==> config.mk <==
export PLATFORM = sky130hd
export DESIGN_NAME = cpu_boot_ctrl
export DESIGN_NICKNAME = d
export VERILOG_FILES = /design/src/rtl/cpu_boot_ctrl_pkg.sv /design/src/rtl/cpu_boot_ctrl_word_counter.sv /design/src/rtl/cpu_boot_ctrl.sv
export SDC_FILE = /design/constraint.sdc
export NUM_CORES = 1
export LEC_CHECK = 0
export BUFFER_PORTS_ARGS = -buffer_cell sky130_fd_sc_hd__buf_2
export CORE_ASPECT_RATIO = 0.7
export CORE_MARGIN = 2
export CORE_UTILIZATION = 30
export CTS_BUF_LIST = sky130_fd_sc_hd__clkbuf_16
export CTS_CLUSTER_DIAMETER = 50
export DETAILED_ROUTE_END_ITERATION = 7
export PLACE_DENSITY_LB_ADDON = 0.25
export REMOVE_ABC_BUFFERS = 1
export SETUP_SLACK_MARGIN = 0.02
export SKIP_CTS_REPAIR_TIMING = 1
export SYNTH_ARGS = -nofsm -noshare
export SYNTH_HDL_FRONTEND = slang
export SYNTH_HIERARCHICAL = 1
export SYNTH_SLANG_ARGS = --single-unit
==> constraint.sdc <==
create_clock -name clk -period 4.66 [get_ports clk]
set_clock_uncertainty 0.15 [all_clocks]
set_input_delay 0.699 -clock clk [delete_from_list [all_inputs] [get_ports clk]]
set_output_delay 0.699 -clock clk [all_outputs]
set_load 0.1 [all_outputs]
==> src/rtl/cpu_boot_ctrl_pkg.sv <==
// Shared types and constants for the cpu boot controller: the sequencer state
// encoding, word size and default memory depths.
package cpu_boot_ctrl_pkg;

    localparam int WORD_BYTES     = 4;
    localparam int IMEM_WORDS_DEF = 128;
    localparam int DMEM_WORDS_DEF = 256;
    localparam int RUN_W_DEF      = 16;

    typedef enum logic [2:0] {
        IDLE,
        LOAD_I,
        LOAD_D,
        RUN,
        DUMP_RD,
        DUMP_WT,
        DONE
    } boot_state_t;

    function automatic logic [31:0] word_addr(input logic [31:0] idx);
        return idx * 32'(WORD_BYTES);
    endfunction

endpackage

==> src/rtl/cpu_boot_ctrl_word_counter.sv <==
// Loadable down-counter with a zero flag; the sequencer loads it with
// (count - 1) so that zero marks the final word or cycle of a phase.
module boot_word_counter #(
    parameter int W = 8
) (
    input  logic         clk,
    input  logic         arst_n,
    input  logic         load,
    input  logic [W-1:0] load_val,
    input  logic         dec,
    output logic         zero
);

    logic [W-1:0] count;

    always_ff @(posedge clk or negedge arst_n) begin
        if (!arst_n) begin
            count <= '0;
        end else if (load) begin
            count <= load_val;
        end else if (dec && count != '0) begin
            count <= count - W'(1);
        end
    end

    assign zero = (count == '0);

endmodule

==> src/rtl/cpu_boot_ctrl.sv <==
// Boot sequencer: loads imem/dmem from a stream, runs the cpu, dumps a dmem window.
// Optional load checksum is enabled with the macro CPU_BOOT_CTRL_CHECKSUM_EN.
module cpu_boot_ctrl
    import cpu_boot_ctrl_pkg::*;
#(
    parameter int IMEM_WORDS = IMEM_WORDS_DEF,
    parameter int DMEM_WORDS = DMEM_WORDS_DEF,
    parameter int RUN_W      = RUN_W_DEF
) (
    input  logic                          clk,
    input  logic                          arst_n,
    input  logic                          start,
    input  logic                          abort,
    input  logic [$clog2(IMEM_WORDS):0]   n_imem,
    input  logic [$clog2(DMEM_WORDS):0]   n_dmem,
    input  logic [RUN_W-1:0]              run_cycles,
    input  logic [$clog2(DMEM_WORDS)-1:0] dump_base,
    input  logic [$clog2(DMEM_WORDS):0]   n_dump,
    input  logic                          s_valid,
    input  logic [31:0]                   s_data,
    output logic                          s_ready,
    output logic                          m_valid,
    output logic [31:0]                   m_data,
    input  logic                          m_ready,
    output logic [31:0]                   addr_ext,
    output logic                          wen_ext,
    output logic                          ren_ext,
    output logic [31:0]                   wdata_ext,
    output logic [31:0]                   addr_ext_2,
    output logic                          wen_ext_2,
    output logic                          ren_ext_2,
    output logic [31:0]                   wdata_ext_2,
    input  logic [31:0]                   rdata_ext_2,
    output logic                          cpu_enable,
    output logic                          busy,
    output logic                          done,
    output logic [31:0]                   load_csum
);

    localparam int NI_W = $clog2(IMEM_WORDS) + 1;
    localparam int ND_W = $clog2(DMEM_WORDS) + 1;
    localparam int DW   = $clog2(DMEM_WORDS);
    localparam int LC_W = (NI_W > ND_W) ? NI_W : ND_W;

    boot_state_t state, nxt, after_st, after_li, after_ld;

    logic [NI_W-1:0]  cfg_ni, ni_clamp, sel_ni;
    logic [ND_W-1:0]  cfg_nd, nd_clamp, sel_nd;
    logic [ND_W-1:0]  cfg_nk, nk_clamp, sel_nk;
    logic [RUN_W-1:0] cfg_run, sel_run;
    logic [DW-1:0]    cfg_base, sel_base;

    logic [LC_W-1:0]  load_idx, load_val;
    logic [DW-1:0]    dump_idx, dump_idx_next;
    logic [31:0]      m_data_q;
    logic             capture;
    logic             start_take, acc_i, acc_d, hs;
    logic             load_ld, run_ld, dump_ld;
    logic             load_zero, run_zero, dump_zero;

    assign ni_clamp = (n_imem > NI_W'(IMEM_WORDS)) ? NI_W'(IMEM_WORDS) : n_imem;
    assign nd_clamp = (n_dmem > ND_W'(DMEM_WORDS)) ? ND_W'(DMEM_WORDS) : n_dmem;
    assign nk_clamp = (n_dump > ND_W'(DMEM_WORDS)) ? ND_W'(DMEM_WORDS) : n_dump;

    // A fresh session takes its configuration straight from the ports so that
    // zero-length phases can be skipped on the very start cycle.
    assign start_take = start && !abort && (state == IDLE || state == DONE);
    assign sel_ni     = start_take ? ni_clamp   : cfg_ni;
    assign sel_nd     = start_take ? nd_clamp   : cfg_nd;
    assign sel_nk     = start_take ? nk_clamp   : cfg_nk;
    assign sel_run    = start_take ? run_cycles : cfg_run;
    assign sel_base   = start_take ? dump_base  : cfg_base;

    assign after_ld = (sel_run != '0) ? RUN : ((sel_nk != '0) ? DUMP_RD : DONE);
    assign after_li = (sel_nd != '0) ? LOAD_D : after_ld;
    assign after_st = (sel_ni != '0) ? LOAD_I : after_li;

    assign acc_i = (state == LOAD_I) && s_valid;
    assign acc_d = (state == LOAD_D) && s_valid;
    assign hs    = (state == DUMP_WT) && m_ready;

    always_comb begin
        nxt = state;
        case (state)
            IDLE, DONE: if (start) nxt = after_st;
            LOAD_I:     if (acc_i && load_zero) nxt = after_li;
            LOAD_D:     if (acc_d && load_zero) nxt = after_ld;
            RUN:        if (run_zero) nxt = (sel_nk != '0) ? DUMP_RD : DONE;
            DUMP_RD:    nxt = DUMP_WT;
            DUMP_WT:    if (hs) nxt = dump_zero ? DONE : DUMP_RD;
            default:    nxt = IDLE;
        endcase
        if (abort) nxt = IDLE;
    end

    assign load_ld  = (nxt == LOAD_I && state != LOAD_I) || (nxt == LOAD_D && state != LOAD_D);
    assign load_val = (nxt == LOAD_I) ? (LC_W'(sel_ni) - LC_W'(1)) : (LC_W'(sel_nd) - LC_W'(1));
    assign run_ld   = (nxt == RUN) && (state != RUN);
    assign dump_ld  = (nxt == DUMP_RD) && (state != DUMP_WT);

    boot_word_counter #(.W(LC_W)) u_load_cnt (
        .clk(clk), .arst_n(arst_n), .load(load_ld), .load_val(load_val),
        .dec(acc_i || acc_d), .zero(load_zero)
    );

    boot_word_counter #(.W(RUN_W)) u_run_cnt (
        .clk(clk), .arst_n(arst_n), .load(run_ld), .load_val(sel_run - RUN_W'(1)),
        .dec(state == RUN), .zero(run_zero)
    );

    boot_word_counter #(.W(ND_W)) u_dump_cnt (
        .clk(clk), .arst_n(arst_n), .load(dump_ld), .load_val(sel_nk - ND_W'(1)),
        .dec(hs), .zero(dump_zero)
    );

    assign dump_idx_next = (dump_idx == DW'(DMEM_WORDS - 1)) ? '0 : dump_idx + DW'(1);

    // The first DUMP_WT cycle forwards the memory read data; later stall
    // cycles replay the captured copy so m_data stays put under backpressure.
    always_ff @(posedge clk or negedge arst_n) begin
        if (!arst_n) begin
            state    <= IDLE;
            cfg_ni   <= '0;
            cfg_nd   <= '0;
            cfg_nk   <= '0;
            cfg_run  <= '0;
            cfg_base <= '0;
            load_idx <= '0;
            dump_idx <= '0;
            capture  <= 1'b0;
            m_data_q <= '0;
        end else begin
            state <= nxt;
            if (start_take) begin
                cfg_ni   <= ni_clamp;
                cfg_nd   <= nd_clamp;
                cfg_nk   <= nk_clamp;
                cfg_run  <= run_cycles;
                cfg_base <= dump_base;
            end
            if (load_ld) begin
                load_idx <= '0;
            end else if (acc_i || acc_d) begin
                load_idx <= load_idx + LC_W'(1);
            end
            if (dump_ld) begin
                dump_idx <= sel_base;
            end else if (hs) begin
                dump_idx <= dump_idx_next;
            end
            capture <= (state == DUMP_RD) && (nxt == DUMP_WT);
            if (capture) m_data_q <= rdata_ext_2;
        end
    end

    assign s_ready     = (state == LOAD_I) || (state == LOAD_D);
    assign wen_ext     = acc_i;
    assign ren_ext     = 1'b0;
    assign addr_ext    = acc_i ? word_addr(32'(load_idx)) : '0;
    assign wdata_ext   = acc_i ? s_data : '0;
    assign wen_ext_2   = acc_d;
    assign ren_ext_2   = (state == DUMP_RD);
    assign wdata_ext_2 = acc_d ? s_data : '0;
    assign addr_ext_2  = acc_d ? word_addr(32'(load_idx)) :
                         (state == DUMP_RD) ? word_addr(32'(dump_idx)) : '0;
    assign m_valid     = (state == DUMP_WT);
    assign m_data      = capture ? rdata_ext_2 : m_data_q;
    assign cpu_enable  = (state == RUN);
    assign busy        = (state != IDLE) && (state != DONE);
    assign done        = (state == DONE);

`ifdef CPU_BOOT_CTRL_CHECKSUM_EN
    logic [31:0] csum;

    always_ff @(posedge clk or negedge arst_n) begin
        if (!arst_n) begin
            csum <= '0;
        end else if (start_take) begin
            csum <= '0;
        end else if (acc_i || acc_d) begin
            csum <= csum + s_data;
        end
    end

    assign load_csum = csum;
`else
    assign load_csum = '0;
`endif

endmodule

Word-level counts from Yosys, hierarchy flattened:

Index checks and enable logic that the tools add are counted.

* mux-type cells: 38
* add/subtract/negate cells: 9
* multiply operators: 0
* shifts and indexed selects: 0
* bitwise operators: 0
* eq/ne operators: 17
* divide/modulo/power cells: 0
* order comparisons: 3
* reduce and logical (&&, ||, !) cells: 39

Operators by type and width (number)
* two-way mux 9 bit: 11
* two-way mux 32 bit: 3
* two-way mux 16 bit: 3
* two-way mux 8 bit: 6
* nonzero test 9 bit: 4
* subtractor 9 x 1 -> 9 bit (second input constant): 4
* nonzero test 16 bit: 2
* subtractor 16 x 1 -> 16 bit (second input constant): 2
* two-way mux 3 bit: 9
* two-way mux 11 bit: 2
* > comparator 9 bit (second input constant): 2
* logical NOT 9 bit: 2
* case mux 3 bit (6 select lines): 1
* logical AND 1 bit: 16
* logical NOT 16 bit: 1
* == test 3 bit (second input constant): 5
* == test 3 x 2 -> 1 bit (second input constant): 4
* two-way mux 10 bit: 1
* nonzero test 2 bit: 5
* adder 9 x 1 -> 9 bit (second input constant): 1
* subtractor 8 x 1 -> 9 bit (second input constant): 1
* adder 8 x 1 -> 8 bit (second input constant): 1
* == test 8 bit (second input constant): 1
* > comparator 8 bit (second input constant): 1
* other kinds (11): 18

* memory bits (read-only): 0
* RAM bits: 0
* bits in registers: 137
* memories kept: 0
* word-level logic and storage cells: 119
* bits in latches: 0
* output and inout bits: 201
* input bits: 120

Longest topological paths before layout:

Gate-level depths: netlist (run 1).

* depth after elaboration: 16
* gate-level depth with buffers: 21
* mapped depth without buffers: 18

By module:

The synthesis (run 1) kept the hierarchy.

By module, submodules not included
* cpu_boot_ctrl: area each 7088.0 um^2, times used 1, seq. area each 2577.5 um^2, cells an instance 800
* boot_word_counter at u_dump_cnt ...: area each 624.3 um^2, times used 2, seq. area each 225.2 um^2, cells an instance 75
* boot_word_counter at u_run_cnt: area each 1063.5 um^2, times used 1, seq. area each 400.4 um^2, cells an instance 124

Least setup slack after synthesis (run 1):

Ideal clock, no wire load.

* kind: register to output
* start point: register state[0]
* end point: output addr_ext_2[2]
* buffers on the path: 2
* setup slack: -0.450 ns
* arrival time: 4.261 ns
* cell stages (with the launch flop): 5
* data required time: 3.811 ns
* path through: dfrtp_1 > buf_6 > clkbuf_1 > nor3_1 > a22o_1

* cells in the longest elaborated chain, start to end: 3
* elaborated cells on any way between the ends: 5
* classes of those cells: 2 x eq/ne; 2 x mux; 1 x reduce/logical

RTL lines
* start, declared: line cpu_boot_ctrl.sv:45 `boot_state_t state, nxt, after_st, after_li, after_ld;`
* start signal, assigned: line cpu_boot_ctrl.sv:133 `state <= nxt;`
* == test 3 bit
* via ren_ext_2: line cpu_boot_ctrl.sv:31 `output logic ren_ext_2,`
* two-way mux 10 bit: line cpu_boot_ctrl.sv:165 `(state == DUMP_RD) ? word_addr(32'(dump_idx)) : '0;`
* two-way mux 11 bit: line cpu_boot_ctrl.sv:164 `assign addr_ext_2 = acc_d ? word_addr(32'(load_idx)) :`
* end, declared: line cpu_boot_ctrl.sv:29 `output logic [31:0] addr_ext_2,`

The timed path passes the listed nets, and every way through them passes these cells.

Final worst setup path (run 1):

* start point: register state[1]
* end point: register u_load_cnt.count[6]

* elaborated cells on any way between the ends: 48
* classes of those cells: 2 x add/sub; 10 x eq/ne; 17 x mux; 19 x reduce/logical

RTL lines
* == test 3 bit or logical NOT 3 bit (tied branches): line cpu_boot_ctrl.sv:67, cpu_boot_ctrl.sv:84
* logical OR 1 bit: line cpu_boot_ctrl.sv:67 `assign start_take = start && !abort && (state == IDLE || state == DONE);`
* logical AND 1 bit: line cpu_boot_ctrl.sv:67
* two-way mux 9 bit
* nonzero test 9 bit: line cpu_boot_ctrl.sv:74, cpu_boot_ctrl.sv:88
* two-way mux 2 bit: line cpu_boot_ctrl.sv:74, cpu_boot_ctrl.sv:88
* two-way mux 3 bit: line cpu_boot_ctrl.sv:74 `assign after_ld = (sel_run != '0) ? RUN : ((sel_nk != '0) ? DUMP_RD : DONE);`
* two-way mux 3 bit: line cpu_boot_ctrl.sv:75 `assign after_li = (sel_nd != '0) ? LOAD_D : after_ld;`
* two-way mux 3 bit: line cpu_boot_ctrl.sv:76 `assign after_st = (sel_ni != '0) ? LOAD_I : after_li;`
* two-way mux 3 bit: line cpu_boot_ctrl.sv:85 `IDLE, DONE: if (start) nxt = after_st;`
* case mux 3 bit (6 select lines): line cpu_boot_ctrl.sv:84 `case (state)`
* two-way mux 3 bit: line cpu_boot_ctrl.sv:93 `if (abort) nxt = IDLE;`
* == test 3 x 1 -> 1 bit: line cpu_boot_ctrl.sv:97 `assign load_val = (nxt == LOAD_I) ? (LC_W'(sel_ni) - LC_W'(1)) : (LC_W'(sel_nd) - LC_W'(1));`
* two-way mux 9 bit (*): line cpu_boot_ctrl.sv:97
* via load_val[6]: line cpu_boot_ctrl.sv:53 `logic [LC_W-1:0] load_idx, load_val;`
* two-way mux 9 bit (*): line cpu_boot_ctrl_word_counter.sv:19 `end else if (load) begin`
* end signal, assigned: line cpu_boot_ctrl_word_counter.sv:20 `count <= load_val;`
* end signal, assigned: line cpu_boot_ctrl_word_counter.sv:22 `count <= count - W'(1);`
* end, declared: line cpu_boot_ctrl_word_counter.sv:14 `logic [W-1:0] count;`

The timed path passes the listed nets; every way through them passes the cells marked *.
A chain may end at the register's enable or synchronous reset.

==> impl_metrics.env, run 1 <==
export IMPL_outcome="completed"
export IMPL_cp_end_kind="register"
export IMPL_fmax_mhz=235.8
export IMPL_place_ws_ns=-0.1048
export IMPL_power_mw=5.308
export IMPL_slew_headroom_pct=43.16
export IMPL_grt_use_met1_pct=26.95
export IMPL_synth_seq_cells=137
export IMPL_power_leakage_nw=5.916
export IMPL_whs_ns=0.1576
export IMPL_hp_class="primary input to asynchronous set/reset pin"
export IMPL_cts_root_buf="clkbuf_16"
export IMPL_grt_max_degree=79
export IMPL_slew_violations=0
export IMPL_seq_area_frac_synth_pct=36.47
export IMPL_setup_violations=0
export IMPL_cellPowerDensity_nw_per_um2=460.0
export IMPL_synth_edf_count=0
export IMPL_finalHoldViolCount=0
export IMPL_port_buffers=241
export IMPL_clk_pin_slew_ns=0.06
export IMPL_wl_per_cell_um=16.85
export IMPL_critPathBufInv=1
export IMPL_final_common_cell="buf_2"
export IMPL_final_cell_mix="buf_2, dfrtp_1, nand2_1"
export IMPL_crit_family="simple AND/OR/NAND/NOR gates"
export IMPL_dr_pass1_iters=5
export IMPL_avgSynthCellArea_um2=8.753
export IMPL_finalCoreUtilization_pct=37.21
export IMPL_synthDistinctLibCells=81
export IMPL_r2r_start="state[1]"
export IMPL_grtUsageMet2_pct=25.84
export IMPL_synth_area_um2=9400
export IMPL_ys_flop_type="dfrtp_1"
export IMPL_antenna_found_initial=0
export IMPL_routabilityCongestion=0.8521
export IMPL_cts_htree_levels=4
export IMPL_cp_required_ns=4.82
export IMPL_cts_buffers=17
export IMPL_diodes=0
export IMPL_drcViolationCount=0
export IMPL_place_hpwl_mm=22.62
export IMPL_layout_nets=1447
export IMPL_ys_warn_count=6
export IMPL_setup_worst_path_start_class="register"
export IMPL_grt_pass1_wl_mm=45.75
export IMPL_worst_slew_pin_slew_ns=0.8448
export IMPL_die_y_um=152.1
export IMPL_path_cells="xor2_1 -> buf_4 -> o21ai_0 -> and2_1 -> ha_1 -> nor4b_2 -> nand4_1 -> o211a_1 -> a211o_1 -> nor2_1 -> nand3_2 -> mux2i_1 -> ha_2 -> and4_1 -> xnor2_1 -> mux2i_1 -> nand2_1 -> o311ai_1"
export IMPL_final_setup_worst_slack_ns=0.4190
export IMPL_fin_cells=1751
export IMPL_worstPathArrival_ns=4.40
export IMPL_drt_iter0_drc=645
export IMPL_cts_path_max_buffers=2
export IMPL_fin_crit_sh_pct=91.01
export IMPL_pin_count=321
export IMPL_clk_latency_ns=0.44
export IMPL_crit_start="state[1]"
export IMPL_async_flop_share_pct=100.0
export IMPL_gr_total_overflow=0
export IMPL_drt_wl_total_mm=29.50
export IMPL_coreArea_um2=31010
export IMPL_criticalPathCategory="register to register"
export IMPL_die_x_um=215.6
export IMPL_die_area_um2=32790
export IMPL_drive_gt1_share_pct=28.70
export IMPL_initial_core_util_pct=30.31
export IMPL_num_vias=8547
export IMPL_grt_pass1_vias=7950
export IMPL_rows=54
export IMPL_syn_instance_count=1074
export IMPL_maxCapViolCount=0
export IMPL_crit_fanout=13
export IMPL_cts_tree="done"
export IMPL_dp_cells=1717
export IMPL_grtUsageTotal_pct=17.69
export IMPL_cp_common_cell="mux2i_1"
export IMPL_cpMaxStageDelayCell="dfrtp_2"
export IMPL_clkSinkCount=137
export IMPL_syn_to_final_growth_pct=22.77
export IMPL_ir_drop_v=0.0002310
export IMPL_min_period_ns=4.241
export IMPL_busiest_layer="met1"
export IMPL_ant_nets=0
export IMPL_slowest_delay_ns=0.49
export IMPL_use_met3_pct=3.744
export IMPL_via_per_inst=4.881
==> worst paths after layout <==
kind,to,slack (ns),cells past startpoint
worst max-delay path,u_load_cnt/count[6],0.42,18
worst min-delay path,u_run_cnt/count[11],0.16,1
worst max register to register,u_load_cnt/count[6],0.42,18
worst min register to register,cfg_base[7],0.32,2
max in group asynchronous,m_data_q[10],3.36,2
min in group clk,cfg_base[7],0.32,2
==> per-layer routing <==
layer	vias up	wire, um
li1	4159	-
met1	4166	15060
met2	210	12920
met3	12	1371
met4	0	145
met5	-	0
==> stage by stage <==
stage	area [um^2]	TNS [ns]
after floorplan	8830	-20.28
after detailed placement	10940	-0.2308
after global routing	11540	-0.0009606
final	11540	0
after global placement	10940	0
after CTS	11510	0
==> report_power, final <==
group | leakage, nW | internal, mW | switching, mW | total [mW]
Clock | 0.264 | 0.744 | 0.588 | 1.33
Combinational | 3.92 | 0.713 | 1.54 | 2.25
Sequential | 1.74 | 1.45 | 0.277 | 1.73
Total | 5.92 | 2.91 | 2.40 | 5.31
==> logic make-up after synthesis <==
group,count (synthesis),synth area share [%]
AOI/OAI and AO/OA,189,14.26
xor gates and xnor gates,43,4.206
other,1,0.03989
buffers and inverters,199,11.50
and+or+nand+nor,434,25.10
adders and majority gates,9,1.198
muxes,62,7.227
DFF,137,36.47
==> Yosys cell counts (6+ instances only) <==
cell type | instances | area share (%)
dfrtp_1 | 137 | 36
nand2_1 | 118 | 4.7
buf_4 | 79 | 6.3
nor2_1 | 59 | 2.4
inv_1 | 58 | 2.3
and3_1 | 53 | 3.5
and2_1 | 47 | 3.1
a21oi_1 | 40 | 2.1
clkbuf_1 | 39 | 1.6
mux2_2 | 36 | 4.3
o21ai_0 | 28 | 1.5
mux2i_1 | 24 | 2.6
nor3_1 | 23 | 1.2
xnor2_1 | 22 | 2.0
nand3_1 | 21 | 1.1
nor4_1 | 20 | 1.3
xor2_1 | 20 | 1.9
nand4_1 | 17 | 1.1
a31oi_1 | 16 | 1.1
o211ai_1 | 14 | 1.1
nor4b_1 | 13 | 1.2
nand2b_1 | 11 | 0.73
buf_2 | 10 | 0.53
ha_1 | 9 | 1.2
o21ai_1 | 9 | 0.48
a22o_1 | 8 | 0.75
buf_1 | 8 | 0.32
nor3b_1 | 8 | 0.64
o2111ai_1 | 8 | 0.75
o31ai_1 | 8 | 0.64
or3_1 | 7 | 0.47
or4_1 | 7 | 0.56
a311o_1 | 6 | 0.64
nor2b_1 | 6 | 0.40
==> state kept, by name, summed over array words and instances (netlist names) <==
signal and count:
state 3, cfg_run 16, cfg_ni 8, cfg_nk 9, dump_idx 8, u_load_cnt/count 9
cfg_nd 9, u_dump_cnt/count 9, m_data_q 32, load_idx 9, capture 1, u_run_cnt/count 16
cfg_base 8
==> cell type report <==
class | count | area [um^2]
fill | 3227 | 19470
multi-input combinational | 816 | 5210
sequential | 137 | 3430
timing repair buffer | 288 | 1590
tap | 420 | 525.5
clock buffer | 17 | 425.4
inverter | 58 | 217.7
clock inverter | 15 | 142.6
(Power assumes the default switching activity.)
==> run 2, diff against run 1 <==
CORE_UTILIZATION = 50   (was 30)
clock period = 5 ns   (was 4.66 ns; I/O delays follow)
==> run 2 against run 1 <==
- worst hold slack worse by 0.022 ns
- die area is 39% lower
- global-route usage is 8.9 points higher
- combinational power is 8% lower
==> impl_metrics.env, run 2 (same netlist as run 1, synthesis figures left out) <==
export IMPL_outcome="completed"
export IMPL_dr_pass1_iters=5
export IMPL_cp_required_ns=5.20
export IMPL_pin_count=321
export IMPL_cellPowerDensity_nw_per_um2=443.1
export IMPL_cp_end_kind="register"
export IMPL_syn_to_final_growth_pct=19.15
export IMPL_wl_per_cell_um=17.16
export IMPL_drt_wl_total_mm=26.63
export IMPL_grt_use_met1_pct=40.70
export IMPL_power_share_sequential_pct=32.3
export IMPL_initial_core_util_pct=51.62
export IMPL_setup_worst_path_start_class="register"
export IMPL_routabilityCongestion=0.9263
export IMPL_grt_pass1_vias=7906
export IMPL_via_per_inst=5.574
export IMPL_place_area_um2=10590
export IMPL_fin_setup_tns_ns=0
export IMPL_die_y_um=118.7
export IMPL_busiest_layer="met1"
export IMPL_fmax_mhz=210.8
export IMPL_final_setup_worst_slack_ns=0.2558
export IMPL_drcViolationCount=0
export IMPL_p_int_mw=2.772
export IMPL_final_common_cell="buf_2"
export IMPL_maxCapViolCount=0
export IMPL_worst_slew_pin_slew_ns=0.7953
export IMPL_rrSetupSlack_ns=0.26
export IMPL_cts_htree_levels=4
export IMPL_gr_total_overflow=0
export IMPL_final_cell_area_um2=11200
export IMPL_worstPathArrival_ns=4.94
export IMPL_cts_root_buf="clkbuf_16"
export IMPL_grtUsageMet2_pct=37.63
export IMPL_largest_register_ffs=32
export IMPL_final_cell_mix="buf_2, dfrtp_1, nand2_1"
export IMPL_fin_crit_sh_pct=94.88
export IMPL_power_leakage_nw=5.858
export IMPL_worst_r2r_cell_count=18
export IMPL_hp_class="primary input to asynchronous set/reset pin"
export IMPL_layout_nets=1432
export IMPL_timing_rr_end="u_load_cnt/count[4]"
export IMPL_comb_power_share_pct=41.6
export IMPL_criticalPathCategory="register to register"
export IMPL_largest_register="m_data_q"
export IMPL_use_met3_pct=6.631
export IMPL_coreArea_um2=18210
export IMPL_place_hpwl_mm=20.01
export IMPL_die_x_um=167.9
export IMPL_min_period_ns=4.744
export IMPL_switching_share_pct=44.15
export IMPL_grtUsageTotal_pct=26.58
export IMPL_ir_drop_v=0.0002986
export IMPL_clkSinkCount=137
export IMPL_slew_headroom_pct=46.49
export IMPL_place_ws_ns=0.01668
export IMPL_num_vias=8651
export IMPL_power_frac_clock_pct=26.1
export IMPL_grt_max_degree=59
export IMPL_grt_pass1_wl_mm=42.25
export IMPL_clk_pin_slew_ns=0.06
export IMPL_rsz0062_at_grt="no"
export IMPL_switching_power_mw=2.191
export IMPL_drive_gt1_share_pct=27.74
export IMPL_finalHoldViolCount=0
export IMPL_rows=41
export IMPL_cts_path_max_buffers=2
export IMPL_diodes=0
export IMPL_setup_violations=0
export IMPL_slew_violations=0
export IMPL_cts_buffers=17
export IMPL_clk_latency_ns=0.43
export IMPL_cts_tree="done"
export IMPL_antenna_found_initial=0
export IMPL_largest_registers="m_data_q x32, cfg_run x16, u_run_cnt/count x16"
export IMPL_crit_fanout=9
export IMPL_drt_iter0_drc=846
export IMPL_port_buffers=241
export IMPL_die_area_um2=19930
export IMPL_r2r_start="state[2]"
export IMPL_ant_nets=0
[run 2: per-layer routing]
layer / vias up / routed length, um
met5: - / 0
met3: 15 / 2215
met1: 4151 / 12600
met4: 0 / 157
met2: 357 / 11660
li1: 4128 / -
[run 2: cell type report]
type	count	area [um^2]
fill	1567	7010
multi-input combinational	816	5206
sequential	137	3428
timing repair buffer	273	1453
clock buffer	17	425.4
tap	236	295.3
inverter	58	217.7
clock inverter	15	175.2
[run 2: power groups by stage]
| stage | clock (mW) | sequential [mW] | combinational (mW) |
|---|---|---|---|
| finish | 1.30 | 1.60 | 2.06 |
| global route | 1.36 | 1.64 | 2.23 |
| CTS | 1.31 | 1.60 | 2.04 |
| detailed placement | 0 | 1.61 | 2.03 |
| global placement | 0 | 1.61 | 2.00 |
| floorplan | 0 | 1.55 | 1.56 |
[run 2: worst max-delay path, cell delays in order, from the launching register on]
cell	delay (ns)
dfrtp_1	0.46
xor2_1	0.26
buf_4	0.21
o21ai_0	0.28
and2_1	0.24
ha_1	0.19
nor4b_1	0.39
nand4_1	0.21
o211a_1	0.27
a211o_1	0.28
nor2_1	0.24
nand3_2	0.17
mux2i_1	0.29
ha_2	0.34
nand3_1	0.11
xor2_1	0.18
mux2i_1	0.18
nor2_1	0.05
a31oi_1	0.15
[run 2: worst max-delay path by stage]
| stage | startpoint | endpoint | slack (ns) |
|---|---|---|---|
| after global routing | abort | u_load_cnt/count[8] | 0.03 |
| final | state[2] | u_load_cnt/count[4] | 0.26 |
| after floorplan | abort | u_load_cnt/count[0] | -0.43 |
| after detailed placement | start | u_load_cnt/count[6] | 0.02 |
| after global placement | start | u_load_cnt/count[6] | 0.29 |
| after CTS | state[2] | u_load_cnt/count[4] | 0.37 |
[run 2: through the flow]
step	utilization, %	power (mW)	instances	hold slack, ns
global route	61.50	5.229	1552	0.1758
detailed placement	58.12	3.639	1520	0.3091
CTS	61.42	4.948	1552	0.1559
global placement	58.12	3.605	1520	0.3041
finish	61.50	4.963	1552	0.1357
floorplan	-	3.106	1011	0.2836
